--- src/rtl/fp_sqrt_nr_if.sv ---
// Request/result bundle between the sqrt unit and its requester.
interface fp_sqrt_nr_if;
   logic        start;
   logic [31:0] argument;
   logic [31:0] result;
   logic        busy;
   logic        done;
   logic        invalid;
   logic [3:0]  iter_count;

   modport master (output start, argument, input result, busy, done, invalid, iter_count);
   modport slave  (input start, argument, output result, busy, done, invalid, iter_count);
endinterface

--- src/rtl/fp_sqrt_nr.sv ---
// Newton-Raphson single-precision square root, x' = (a/x + x)/2, with the
// iterative mantissa divider and positive-operand adder it drives.

module fp_sqrt_nr_div (
   input  logic        clk,
   input  logic        rst,
   input  logic        i_en,
   input  logic [30:0] i_a,
   input  logic [30:0] i_b,
   output logic [30:0] o_q,
   output logic        o_ready
);
   logic [4:0]  r_cnt;
   logic [24:0] r_rem;
   logic [24:0] r_q;
   logic        r_ready;
   logic [23:0] w_mb;
   logic [7:0]  w_e;

   assign w_mb = {1'b1, i_b[22:0]};
   // one restoring step per cycle; operands must stay stable while enabled
   always_ff @(posedge clk or posedge rst) begin
      if (rst) begin
         r_cnt   <= '0;
         r_rem   <= '0;
         r_q     <= '0;
         r_ready <= 1'b0;
      end else if (!i_en) begin
         r_cnt   <= '0;
         r_ready <= 1'b0;
      end else if (r_cnt == 5'd0) begin
         r_rem <= {1'b0, 1'b1, i_a[22:0]};
         r_q   <= '0;
         r_cnt <= 5'd1;
      end else if (!r_ready) begin
         if (r_rem >= {1'b0, w_mb}) begin
            r_q   <= {r_q[23:0], 1'b1};
            r_rem <= (r_rem - {1'b0, w_mb}) << 1;
         end else begin
            r_q   <= {r_q[23:0], 1'b0};
            r_rem <= r_rem << 1;
         end
         r_cnt <= r_cnt + 5'd1;
         if (r_cnt == 5'd25) r_ready <= 1'b1;
      end
   end

   assign w_e     = i_a[30:23] - i_b[30:23] + (r_q[24] ? 8'd127 : 8'd126);
   assign o_q     = {w_e, r_q[24] ? r_q[23:1] : r_q[22:0]};
   assign o_ready = r_ready;
endmodule

module fp_sqrt_nr_add (
   input  logic        i_en,
   input  logic [30:0] i_a,
   input  logic [30:0] i_b,
   output logic [31:0] o_sum
);
   logic        w_swap;
   logic [30:0] w_big, w_sml;
   logic [7:0]  w_d;
   logic [23:0] w_ms;
   logic [24:0] w_s;

   assign w_swap = i_b[30:23] > i_a[30:23];
   assign w_big  = w_swap ? i_b : i_a;
   assign w_sml  = w_swap ? i_a : i_b;
   assign w_d    = w_big[30:23] - w_sml[30:23];
   assign w_ms   = {1'b1, w_sml[22:0]} >> w_d;
   assign w_s    = {2'b01, w_big[22:0]} + {1'b0, w_ms};
   assign o_sum  = !i_en  ? 32'h0 :
                   w_s[24] ? {1'b0, w_big[30:23] + 8'd1, w_s[23:1]} :
                             {1'b0, w_big[30:23], w_s[22:0]};
endmodule

module fp_sqrt_nr #(
   parameter int          ITERS      = 5,
   parameter int          SEED_MODE  = 1,
   parameter logic [31:0] SEED       = 32'h3F000000,
   parameter int          ADD_LAT    = 15,
   parameter int          EARLY_EXIT = 1
) (
   input  logic         clk,
   input  logic         reset,
   fp_sqrt_nr_if.slave  bus
);
   typedef enum logic [2:0] {IDLE, SPECIAL, DIV_WAIT, ADD_RUN, UPDATE} state_t;

   state_t      r_state, w_next;
   logic [31:0] r_a, r_x, r_sum, r_result;
   logic [30:0] r_q;
   logic        r_busy, r_done, r_invalid;
   logic [3:0]  r_iter, r_add_cnt;
   logic [2:0]  r_rdy_sync;

   logic        w_div_en, w_add_en, w_div_rdy, w_div_done, w_add_last;
   logic        w_accept, w_arg_special, w_fin, w_spec_inv;
   logic [30:0] w_div_q;
   logic [31:0] w_add_sum, w_xn, w_seed, w_spec_res;
   logic [7:0]  w_seed_e;
   logic [3:0]  w_iter_nx;

   fp_sqrt_nr_div u_div (.clk(clk), .rst(reset), .i_en(w_div_en), .i_a(r_a[30:0]),
                         .i_b(r_x[30:0]), .o_q(w_div_q), .o_ready(w_div_rdy));
   fp_sqrt_nr_add u_add (.i_en(w_add_en), .i_a(r_q), .i_b(r_x[30:0]), .o_sum(w_add_sum));

   // zero, denormal, inf, NaN and any negative all bypass the iteration
   assign w_arg_special = (bus.argument[30:23] == 8'h00) || (bus.argument[30:23] == 8'hFF)
                          || bus.argument[31];
   assign w_accept   = (r_state == IDLE) && bus.start && !r_done;
   // ((e-127)>>>1)+127 rewritten as (e+127)>>1, identical for every biased e
   assign w_seed_e   = 8'(({1'b0, bus.argument[30:23]} + 9'd127) >> 1);
   assign w_seed     = (SEED_MODE != 0) ? {1'b0, w_seed_e, 23'b0} : SEED;
   assign w_div_done = r_rdy_sync[1] && !r_rdy_sync[2];
   assign w_add_last = (r_add_cnt == 4'(ADD_LAT - 1));
   assign w_xn       = (r_sum[30:23] == 8'h00) ? r_sum
                                               : {r_sum[31], r_sum[30:23] - 8'd1, r_sum[22:0]};
   assign w_iter_nx  = r_iter + 4'd1;
   assign w_fin      = (w_iter_nx == 4'(ITERS)) || ((EARLY_EXIT != 0) && (w_xn == r_x));

   always_comb begin
      w_spec_inv = 1'b0;
      if (r_a[30:23] == 8'h00)      w_spec_res = {r_a[31], 31'b0};
      else if (r_a == 32'h7F800000) w_spec_res = 32'h7F800000;
      else begin
         w_spec_res = 32'h7FC00000;
         w_spec_inv = 1'b1;
      end
   end

   always_ff @(posedge clk or posedge reset) begin
      if (reset) r_state <= IDLE;
      else       r_state <= w_next;
   end

   always_comb begin
      w_next = r_state;
      case (r_state)
         IDLE:     if (w_accept) w_next = w_arg_special ? SPECIAL : DIV_WAIT;
         SPECIAL:  w_next = IDLE;
         DIV_WAIT: if (w_div_done) w_next = ADD_RUN;
         ADD_RUN:  if (w_add_last) w_next = UPDATE;
         UPDATE:   w_next = w_fin ? IDLE : DIV_WAIT;
         default:  w_next = IDLE;
      endcase
   end

   always_comb begin
      w_div_en = (r_state == DIV_WAIT);
      w_add_en = (r_state == ADD_RUN);
   end

   always_ff @(posedge clk or posedge reset) begin
      if (reset) begin
         r_a <= '0;  r_x <= SEED;  r_q <= '0;  r_sum <= '0;  r_result <= SEED;
         r_busy <= 1'b0;  r_done <= 1'b0;  r_invalid <= 1'b0;
         r_iter <= '0;  r_add_cnt <= '0;  r_rdy_sync <= '0;
      end else begin
         r_done     <= 1'b0;
         r_rdy_sync <= {r_rdy_sync[1:0], w_div_rdy};
         case (r_state)
            IDLE: if (w_accept) begin
               r_a       <= bus.argument;
               r_invalid <= 1'b0;
               r_iter    <= '0;
               r_busy    <= 1'b1;
               if (!w_arg_special) r_x <= w_seed;
            end
            SPECIAL: begin
               r_result  <= w_spec_res;
               r_invalid <= w_spec_inv;
               r_iter    <= '0;
               r_done    <= 1'b1;
               r_busy    <= 1'b0;
            end
            DIV_WAIT: begin
               r_add_cnt <= '0;
               if (w_div_done) r_q <= w_div_q;
            end
            ADD_RUN: begin
               r_add_cnt <= r_add_cnt + 4'd1;
               if (w_add_last) r_sum <= w_add_sum;
            end
            UPDATE: begin
               r_iter <= w_iter_nx;
               if (w_fin) begin
                  r_result <= w_xn;
                  r_done   <= 1'b1;
                  r_busy   <= 1'b0;
               end else begin
                  r_x <= w_xn;
               end
            end
            default: ;
         endcase
      end
   end

   assign bus.result     = r_result;
   assign bus.busy       = r_busy;
   assign bus.done       = r_done;
   assign bus.invalid    = r_invalid;
   assign bus.iter_count = r_iter;
endmodule

--- src/flat_wrapper.sv ---
// flat-port wrapper written by rule: the top's interface ports become plain ports
module fp_sqrt_nr_flat 
#(
   parameter int          ITERS      = 5,
   parameter int          SEED_MODE  = 1,
   parameter logic [31:0] SEED       = 32'h3F000000,
   parameter int          ADD_LAT    = 15,
   parameter int          EARLY_EXIT = 1
)
  (clk, reset, bus_start, bus_argument, bus_result, bus_busy, bus_done, bus_invalid, bus_iter_count);
  fp_sqrt_nr_if bus_i ();
  input  logic clk;
  input  logic reset;
  input wire logic [$bits(bus_i.start)-1:0] bus_start;
  input wire logic [$bits(bus_i.argument)-1:0] bus_argument;
  output wire logic [$bits(bus_i.result)-1:0] bus_result;
  output wire logic [$bits(bus_i.busy)-1:0] bus_busy;
  output wire logic [$bits(bus_i.done)-1:0] bus_done;
  output wire logic [$bits(bus_i.invalid)-1:0] bus_invalid;
  output wire logic [$bits(bus_i.iter_count)-1:0] bus_iter_count;
  assign bus_i.start = bus_start;
  assign bus_i.argument = bus_argument;
  assign bus_result = bus_i.result;
  assign bus_busy = bus_i.busy;
  assign bus_done = bus_i.done;
  assign bus_invalid = bus_i.invalid;
  assign bus_iter_count = bus_i.iter_count;
  fp_sqrt_nr #(.ITERS(ITERS), .SEED_MODE(SEED_MODE), .SEED(SEED), .ADD_LAT(ADD_LAT), .EARLY_EXIT(EARLY_EXIT)) u_core (.clk(clk), .reset(reset), .bus(bus_i));
endmodule
--- config.mk ---
export PLATFORM = sky130hd
export DESIGN_NAME = fp_sqrt_nr_flat
export DESIGN_NICKNAME = d
export VERILOG_FILES = /design/src/rtl/fp_sqrt_nr_if.sv /design/src/rtl/fp_sqrt_nr.sv /design/src/flat_wrapper.sv
export SDC_FILE = /design/constraint.sdc
export NUM_CORES = 1
export LEC_CHECK = 0
export ABC_AREA = 1
export BUFFER_PORTS_ARGS = -buffer_cell sky130_fd_sc_hd__buf_2
export CAP_MARGIN = 0
export CORE_MARGIN = 4
export CORE_UTILIZATION = 50
export CTS_BUF_LIST = sky130_fd_sc_hd__clkbuf_4 sky130_fd_sc_hd__clkbuf_8
export CTS_CLUSTER_DIAMETER = 80
export DETAILED_ROUTE_END_ITERATION = 7
export GPL_TIMING_DRIVEN = 0
export PLACE_DENSITY_LB_ADDON = 0.3
export SYNTH_ARGS = -nofsm -noshare
export SYNTH_HDL_FRONTEND = slang
export SYNTH_HIERARCHICAL = 1
export SYNTH_SLANG_ARGS = --single-unit
export TNS_END_PERCENT = 10
--- constraint.sdc ---
create_clock -name clk -period 6.8 [get_ports clk]
set_input_delay 1.36 -clock clk [delete_from_list [all_inputs] [get_ports clk]]
set_output_delay 1.36 -clock clk [all_outputs]
set_load 0.01 [all_outputs]
# Word-level counts from Yosys, hierarchy flattened
# Cells that the tools add are included.
[word_totals]
regBits = 231
input_bits = 35
output_inout_bits = 39
[op_classes]
reduce_logical = 28
muxes = 45
addsub = 11
order_cmp = 2
n_eq_ne = 19
n_shift = 1
[ops]
columns = ["cell", "count"]
rows = [
  ["$mux W32", 5],
  ["$pmux W32 S2", 2],
  ["$mux W25", 5],
  ["$mux W31", 4],
  ["$mux W23", 2],
  ["$eq A31 B32 Y1", 1],
  ["$eq A32 B31 Y1 const B", 1],
  ["$add A24 B24 Y25", 1],
  ["$ge A25 B24 Y1", 1],
  ["$logic_not A8 Y1", 3],
  ["$shr A24 B8 Y24", 1],
  ["$sub A24 B24 Y24", 1],
  ["$sub A8 B8 Y8", 2],
  ["$mux W5", 3],
  ["$reduce_and A2 Y1", 7],
  ["$mux W1", 12],
  ["$pmux W3 S4", 1],
  ["$pmux W4 S3", 1],
  ["$ne A2 B1 Y1 const B", 5],
  ["$add A8 B7 Y9 const B", 1],
  ["$mux W3", 3],
  ["$add A4 B1 Y4 const B", 2],
  ["$add A8 B1 Y8 const B", 1],
  ["$add A8 B7 Y8", 1],
  ["26 further kinds", 40],
]

# Longest topological paths before layout
# Gate-level depths: netlist (run 1).
[depth]
ltp_word = 6
depth_mapped = 49
ltp_nobuf = 48

# Modules after synthesis
# The synthesis (run 1) kept the hierarchy.
[modules_own_cells]
columns = ["mod", "n_inst", "cells_per_inst", "area_per_inst_um2", "seq_area_each_um2"]
rows = [
  ["fp_sqrt_nr", 1, 989, 8319.2, 4419.2],
  ["fp_sqrt_nr_div", 1, 765, 5049.8, 1401.3],
  ["fp_sqrt_nr_add", 1, 872, 4384.2, 0.0],
]

# Least setup slack after synthesis (run 1)
# Ideal clock, no wire load.
[synth_timing]
path_kind = "reg-to-reg"
start = "register u_core.r_x[28]"
end = "register u_core.r_sum[21]"
required_time_ns = 6.717
setup_time_ns = 0.083
stages_incl_launch_ff = 45
period_less_slack_ns = 5.816
setup_slack_ns = 0.984
arrival_time_ns = 5.734
cell_sequence = "dfstp_2 ha_1 a21oi_1 nor2_1 nor2_1 nand2_4 nand3_1 nand3_2 ha_1 inv_1 nand2_1 nand2_2 nand3_2 nand2_1 nand2_4 nand3_4 buf_2 nor2_1 (+9 left out) fa_1 a21oi_1 o21bai_1 a21o_1 a21boi_0 o21ai_1 a21oi_1 o21ai_1 a21oi_1 o21ai_0 nand2_1 nand3_4 buf_6 nand2_1 nand2_1 a21oi_1 nand2_1 o21ai_0"
[synth_between]
elab_chain_cells = 6
elab_cells_between_ends = 7
classes_between = "add/sub: 2; order compare: 1; shift: 1; mux: 3"
[synth_rtl]
columns = ["item", "line", "source"]
rows = [
  ["start, declared", "fp_sqrt_nr.sv:90", "logic [31:0] r_a, r_x, r_sum, r_result;"],
  ["start signal, assigned", "fp_sqrt_nr.sv:167", "if (!w_arg_special) r_x <= w_seed;"],
  ["start signal, assigned", "fp_sqrt_nr.sv:191", "r_x <= w_xn;"],
  ["$gt A8 B8 Y1", "fp_sqrt_nr.sv:65", "assign w_swap = i_b[30:23] > i_a[30:23];"],
  ["$mux W31 (on tied branches)", "fp_sqrt_nr.sv:66, fp_sqrt_nr.sv:67", ""],
  ["$sub A8 B8 Y8", "fp_sqrt_nr.sv:68", "assign w_d = w_big[30:23] - w_sml[30:23];"],
  ["$shr A24 B8 Y24", "fp_sqrt_nr.sv:69", "assign w_ms = {1'b1, w_sml[22:0]} >> w_d;"],
  ["$add A24 B24 Y25 *", "fp_sqrt_nr.sv:70", "assign w_s = {2'b01, w_big[22:0]} + {1'b0, w_ms};"],
  ["$mux W31 *", "fp_sqrt_nr.sv:72", "w_s[24] ? {1'b0, w_big[30:23] + 8'd1, w_s[23:1]} :"],
  ["net u_core.w_add_sum[21]", "fp_sqrt_nr.sv:99", "logic [31:0] w_add_sum, w_xn, w_seed, w_spec_res;"],
  ["end signal, assigned", "fp_sqrt_nr.sv:182", "if (w_add_last) r_sum <= w_add_sum;"],
  ["end, declared", "fp_sqrt_nr.sv:90", ""],
]
# Mark *: on every way through the listed nets, which the timed path passes. The rest lies on a longest branch.
# A chain may end at the register's enable or synchronous reset.

# Worst setup path after layout (run 1)
[layout_timing]
start = "register u_core.r_x[26]"
end = "register u_core.r_sum[13]"
# The elaborated chain is that of the path after synthesis.

==> results of run 1 <==
worst max-delay path, delay by kind of cell, from the launching register on:
kind                     cells  cell delay [ns]
AND/OR/NAND/NOR             19             1.76
buffers and inverters        7             1.11
AO/OA/AOI/OAI               12             2.08
flip-flops                   1             0.62
adder cells (fa/ha/maj)      3             0.72
placed cells by master, fill, tap and decap left out, types with 13 or more instances in the layout:
cell      instances
clkbuf_8         49
nand3_1         281
nor2_2           16
xnor2_1          26
nor2_1          183
ha_1             76
clkbuf_4         15
o22ai_1          27
nand3_2          15
buf_4            32
buf_6            22
a21oi_2          13
o21ai_1          35
nand2_1         835
a21oi_1          72
nand4_1          36
mux2_2           31
buf_2            81
clkbuf_1         61
xor2_1           36
dfrtp_1         219
inv_1           317
nand2_2          21
o21ai_0         143
per-stage QoR:
stage	hold slack, ns	cell area (sq um)	setup WS, ns
floorplan	0.331	17800	0.686
global placement	0.341	18700	-1.27
detailed placement	0.337	18700	-0.447
CTS	0.350	19600	0.0574
global route	0.351	20100	-0.0400
finish	0.352	20100	0.302
routing by layer:
layer	wire length (um)	up-vias	global-route usage, %
li1	-	8733	-
met1	24800	8443	37.9
met2	27700	642	49.1
met3	2950	166	3.11
met4	3560	0	15.5
met5	0	-	0
sequential cells by signal (all words and copies together) (netlist names):
register               count
u_core/bus.result         32
u_core/r_a                32
u_core/r_sum              32
u_core/r_x                32
u_core/r_q                31
u_core/u_div/r_q          25
u_core/u_div/r_rem        25
u_core/u_div/r_cnt         5
u_core/bus.iter_count      4
u_core/r_add_cnt           4
u_core/r_rdy_sync          3
u_core/r_state             3
u_core/bus.busy            1
u_core/bus.done            1
u_core/bus.invalid         1
u_core/u_div/o_ready       1
area by class of cell:
class | count | area, sq um | share of cell area, %
plain buffers | 107 | 621 | 3.09
clock inverters | 8 | 65.1 | 0.324
inverters | 329 | 1240 | 6.20
clock buffers | 63 | 779 | 3.88
repair buffers | 102 | 631 | 3.14
well taps | 455 | 569 | 2.84
flip-flops and latches | 232 | 5820 | 29.0
multi-input cells | 1958 | 10300 | 51.5
power by group through the flow:
stage	Clock (uW)	Combinational (uW)	Sequential (uW)
after floorplan	0	4690	1850
after global placement	0	6260	1950
after detailed placement	0	6330	1960
after CTS	1350	6360	1940
after global routing	1420	7550	1970
final	1330	6840	1940
final timing paths:
path	start	endpoint	slack, ns
min reg2reg	u_core/r_rdy_sync[0]	u_core/r_rdy_sync[1]	0.35
min	u_core/r_rdy_sync[0]	u_core/r_rdy_sync[1]	0.35
min in group asynchronous	reset	u_core/r_a[4]	0.77
max in group asynchronous	reset	u_core/r_x[3]	5.02
max	u_core/r_x[26]	u_core/r_sum[13]	0.30
max reg2reg	u_core/r_x[26]	u_core/r_sum[13]	0.30
timing repair:
item,4_1_cts,5_1_grt
pin swaps,0,19
cloned,0,4
resized for setup,9,71
endpoints found under the setup margin,31,31
setup buffers,0,24
endpoints found under the hold margin,0,0
cell families after synthesis:
family	after synthesis	share of synthesized area [%]
AND/OR/NAND/NOR	1441	35.1
buffers and inverters	437	10.3
AO/OA/AOI/OAI	332	10.3
flip-flops	232	32.8
adder cells (fa/ha/maj)	85	6.12
XOR/XNOR	67	3.35
multiplexers	31	1.97
other	1	0.0211
==> flow_summary.ini, run 1 <==
[clocking]
clockBufferDepth = 3
hold_buffers = 0
clock-sinks = 232
clk_latency_ns = 0.58
cts.clk_slew.worst_paths_ns = 0.06
cts_tree = built
clockRootBuffer = clkbuf_8
htreeDepth = 2
cts_made_buffers = 40

[finish]
drive_gt1_share_pct = 13.7
syn2layout_area_growth_pct = 13.1
fin_util_pct = 57.7
fillers = 3335
fin_nets = 2890
n_antenna_cell = 0
final_cells = 3254

[floorplan]
core_area_sq_mm = 0.0348
fp-row-count = 68
die-width_um = 196
io_pins = 74
die_y_um = 196
start_util_pct = 51.0
die_area_sq_mm = 0.0386

[power_and_ir_drop]
power_frac_seq_pct = 19.2
power.share.clock_pct = 13.1
totalPowerFinal_uw = 10100
p_sw_uw = 5460
switching_share_pct = 54.0
power.leakage_uw = 0.0102
vdd_ir_drop_max_mv = 0.407
p_int_uw = 4650
power_density_mw_per_mm2 = 504
combPwrFrac_pct = 67.6

[yosys]
ys_types = 56
synth-edff-count = 0
synth-seq-area-share_pct = 32.8
synth_top_area_share_pct = 31.0
synth.most_common_cell = nand2_1
synth_warnings = 6
syn_avg_cell_area_sq_um = 6.76
postSynth.asyncResetShare_pct = 100
synth_common_cells = 841 x nand2_1, 319 x inv_1, 290 x nand3_1
synthFlopType = dfrtp_1
synth_seq_cells = 232
synthCells = 2626
synth.area.top_cells = dfrtp_1 31%, nand2_1 18%, nand3_1 8.2%, inv_1 6.7%, ha_1 5.8%
synth_area_sq_mm = 0.0178
syn-num-nets = 2746
yosysTopAreaCell = dfrtp_1

[global_routing]
grt_usage_pct = 29.4
grt_pass1_vias = 17200
grt_start_max_net_pins = 132
antenna_found_initial = 0
grt_pass1_wl_mm = 91.2
grt_overflow = 0

[drt]
via_per_inst = 5.53
totalWireLength_mm = 59.0
ant_nets = 0
drt_pass1_iterations = 7
drtIter0Drc = 1385
drc = 0
vias = 18000
wl_per_cell_um = 18.1

[sta]
max-slew-margin-rel_pct = 20.5
final-hold-violation-count = 0
fin_tns_setup_ns = 0
fin_crit_sh_pct = 95.6
worst_slew_pin_slew_ns = 1.19
min_period_ns = 6.50
fmax_mhz = 154
clock_skew_ns = 0.0349
finalSetupViolations = 0
drv_slew = 0

[worst_setup_path]
r2r_cells = 41
cp_max_fo = 10
critPathSlowestCell = dfstp_2
crit_type = reg -> reg
arrival_ns = 6.91
cp_slowest_stage_delay_ns = 0.62
start_kind = flip-flop
cp-end-kind = flip-flop
cp.required_ns = 7.21
crit_top_cell = nand2_1

[run_status]
status = completed

[worst_hold_path]
whs_path_depth = 0
hold_path.class = reg -> reg

[run]
maxCapViolCount = 0

[placement]
dp.cells = 3156
gp_congestion = 1.03
hpwl_mm = 46.7
portBuffers = 73
Note: power is estimated with default switching activity, not from simulation.
==> run 2: changes to the inputs <==
--- a/config.mk
+++ b/config.mk
@@ -8,13 +8,17 @@
 export ABC_AREA = 1
 export BUFFER_PORTS_ARGS = -buffer_cell sky130_fd_sc_hd__buf_2
 export CAP_MARGIN = 0
+export CELL_PAD_IN_SITES_DETAIL_PLACEMENT = 0
+export CELL_PAD_IN_SITES_GLOBAL_PLACEMENT = 1
 export CORE_MARGIN = 4
-export CORE_UTILIZATION = 50
+export CORE_UTILIZATION = 47
 export CTS_BUF_LIST = sky130_fd_sc_hd__clkbuf_4 sky130_fd_sc_hd__clkbuf_8
 export CTS_CLUSTER_DIAMETER = 80
 export DETAILED_ROUTE_END_ITERATION = 7
 export GPL_TIMING_DRIVEN = 0
+export MAX_ROUTING_LAYER = met4
 export PLACE_DENSITY_LB_ADDON = 0.3
+export SKIP_LAST_GASP = 1
 export SYNTH_ARGS = -nofsm -noshare
 export SYNTH_HDL_FRONTEND = slang
 export SYNTH_HIERARCHICAL = 1
==> run 2 against run 1 <==
Compared with the run above: cell count grew 1.2%; critical endpoint is now u_core/r_sum[5]; register-to-register slack gained 0.09 ns; hold slack gained 0.024 ns; total power is essentially flat.
==> flow_summary.ini, run 2 (same netlist as run 1, synthesis figures left out) <==
[worst_setup_path]
crit_top_cell = nand2_1
start_kind = flip-flop
cp.required_ns = 7.29
cp_slowest_stage_delay_ns = 0.67
arrival_ns = 6.90
critPathSlowestCell = dfstp_2
cp_top_family = simple AND/OR/NAND/NOR gates
rr_startpoint = u_core/r_x[29]
path_buf_inv = 3
r2r_cells = 36
r2r-end = u_core/r_sum[5]
crit_type = reg -> reg
ff2ff_setup_slack_ns = 0.39
cp_max_fo = 10
cp-end-kind = flip-flop

[sta]
final-hold-violation-count = 0
finalSetupViolations = 0
fmax_mhz = 156
hold-worst-slack_ns = 0.376
rsz0062_at_grt = yes
worst_slew_pin_slew_ns = 0.862
min_period_ns = 6.41
max-slew-margin-rel_pct = 42.3
clock_skew_ns = 0.0449
fin_crit_sh_pct = 94.2
drv_slew = 0

[finish]
syn2layout_area_growth_pct = 12.5
final_cells = 3294
layout_common_cells = 838 x nand2_1, 317 x inv_1, 289 x nand3_1
mostFrequentLayoutCell = nand2_1
fin_nets = 2873
drive_gt1_share_pct = 12.7

[power_and_ir_drop]
combPwrFrac_pct = 65.8
power_density_mw_per_mm2 = 506
p_int_uw = 4670
p_sw_uw = 5440
power_frac_seq_pct = 19.2
switching_share_pct = 53.8
power.leakage_uw = 0.0101
vdd_ir_drop_max_mv = 0.264
power.share.clock_pct = 14.9

[placement]
portBuffers = 73
hpwl_mm = 47.7
dp.cells = 3205
gp_congestion = 1.00

[clocking]
clockRootBuffer = clkbuf_8
clk_latency_ns = 0.62
clockBufferDepth = 3
htreeDepth = 2
cts_made_buffers = 44
hold_buffers = 0
cts_tree = built
cts.clk_slew.worst_paths_ns = 0.06
clock-sinks = 232

[run_status]
status = completed

[global_routing]
grt_usage_pct = 29.7
met3_usage_pct = 3.66
use_met2_pct = 48.8
grt_start_max_net_pins = 103
grt_overflow = 0
grt_pass1_vias = 17000
grt_util_met1_pct = 38.5
top_usage_layer = met2
antenna_found_initial = 2
grt_pass1_wl_mm = 94.0

[floorplan]
io_pins = 74
die_area_sq_mm = 0.0409
die_y_um = 202
start_util_pct = 48.0
fp-row-count = 70
die-width_um = 202
core_area_sq_mm = 0.0370

[drt]
drc = 0
vias = 17500
totalWireLength_mm = 59.8
wl_per_cell_um = 18.1
via_per_inst = 5.33
drt_pass1_iterations = 5
drtIter0Drc = 1357
ant_nets = 0

[worst_hold_path]
hold_end = u_core/r_rdy_sync[2]
whs_path_depth = 0
hold_path.class = reg -> reg
worstHoldStart = u_core/r_rdy_sync[1]

[run]
maxCapViolCount = 0
[run 2: power by group through the flow]
stage / logic (uW) / clock network (uW) / registers [uW]
after floorplan: 4690 / 0 / 1850
after global placement: 6380 / 0 / 1950
after detailed placement: 6390 / 0 / 1950
after CTS: 6440 / 1540 / 1930
after global routing: 7410 / 1610 / 1970
final: 6650 / 1510 / 1940
[run 2: area by class of cell]
class	instances	area, sq um
diodes	2	5.00
plain buffers	106	604
clock buffers	67	841
clock inverters	14	143
fillers	3841	17000
inverters	329	1240
multi-input cells	1958	10200
flip-flops and latches	232	5820
well taps	504	631
repair buffers	82	465
[run 2: routing by layer]
layer,wire [um],vias up
met3,2730,105
met5,0,-
met4,2080,0
met1,26700,8238
li1,-,8721
met2,28200,477
[run 2: stage by stage]
stage / setup TNS [ns] / total power (uW) / setup WS [ns] / utilization, % / cell area, sq um
after CTS: 0 / 9910 / 0.0434 / 53.6 / 19800
after detailed placement: -4.92 / 8350 / -0.210 / 50.9 / 18800
after global routing: -0.0133 / 11000 / -0.0133 / 54.0 / 20000
after floorplan: 0 / 6540 / 0.686 / - / 17800
final: 0 / 10100 / 0.392 / 54.0 / 20000
after global placement: -230.59 / 8330 / -1.41 / 50.7 / 18700
[run 2: worst max path at each step]
stage                   start         endpoint  cells past startpoint
4_1_cts        u_core/r_x[29]  u_core/r_sum[5]                     40
3_5_place_dp   u_core/r_x[29]  u_core/r_sum[6]                     43
5_1_grt        u_core/r_x[26]  u_core/r_sum[4]                     47
6_report       u_core/r_x[29]  u_core/r_sum[5]                     36
2_1_floorplan           reset  u_core/bus.busy                      1
3_3_place_gp            reset   u_core/r_a[24]                      2
[run 2: repair_timing]
item | in CTS | in global routing
endpoints found under the hold margin | 0 | 0
setup buffers | 0 | 7
gates cloned | 0 | 1
endpoints found under the setup margin | 31 | 31
pin swaps | 0 | 9
resized for setup | 6 | 43
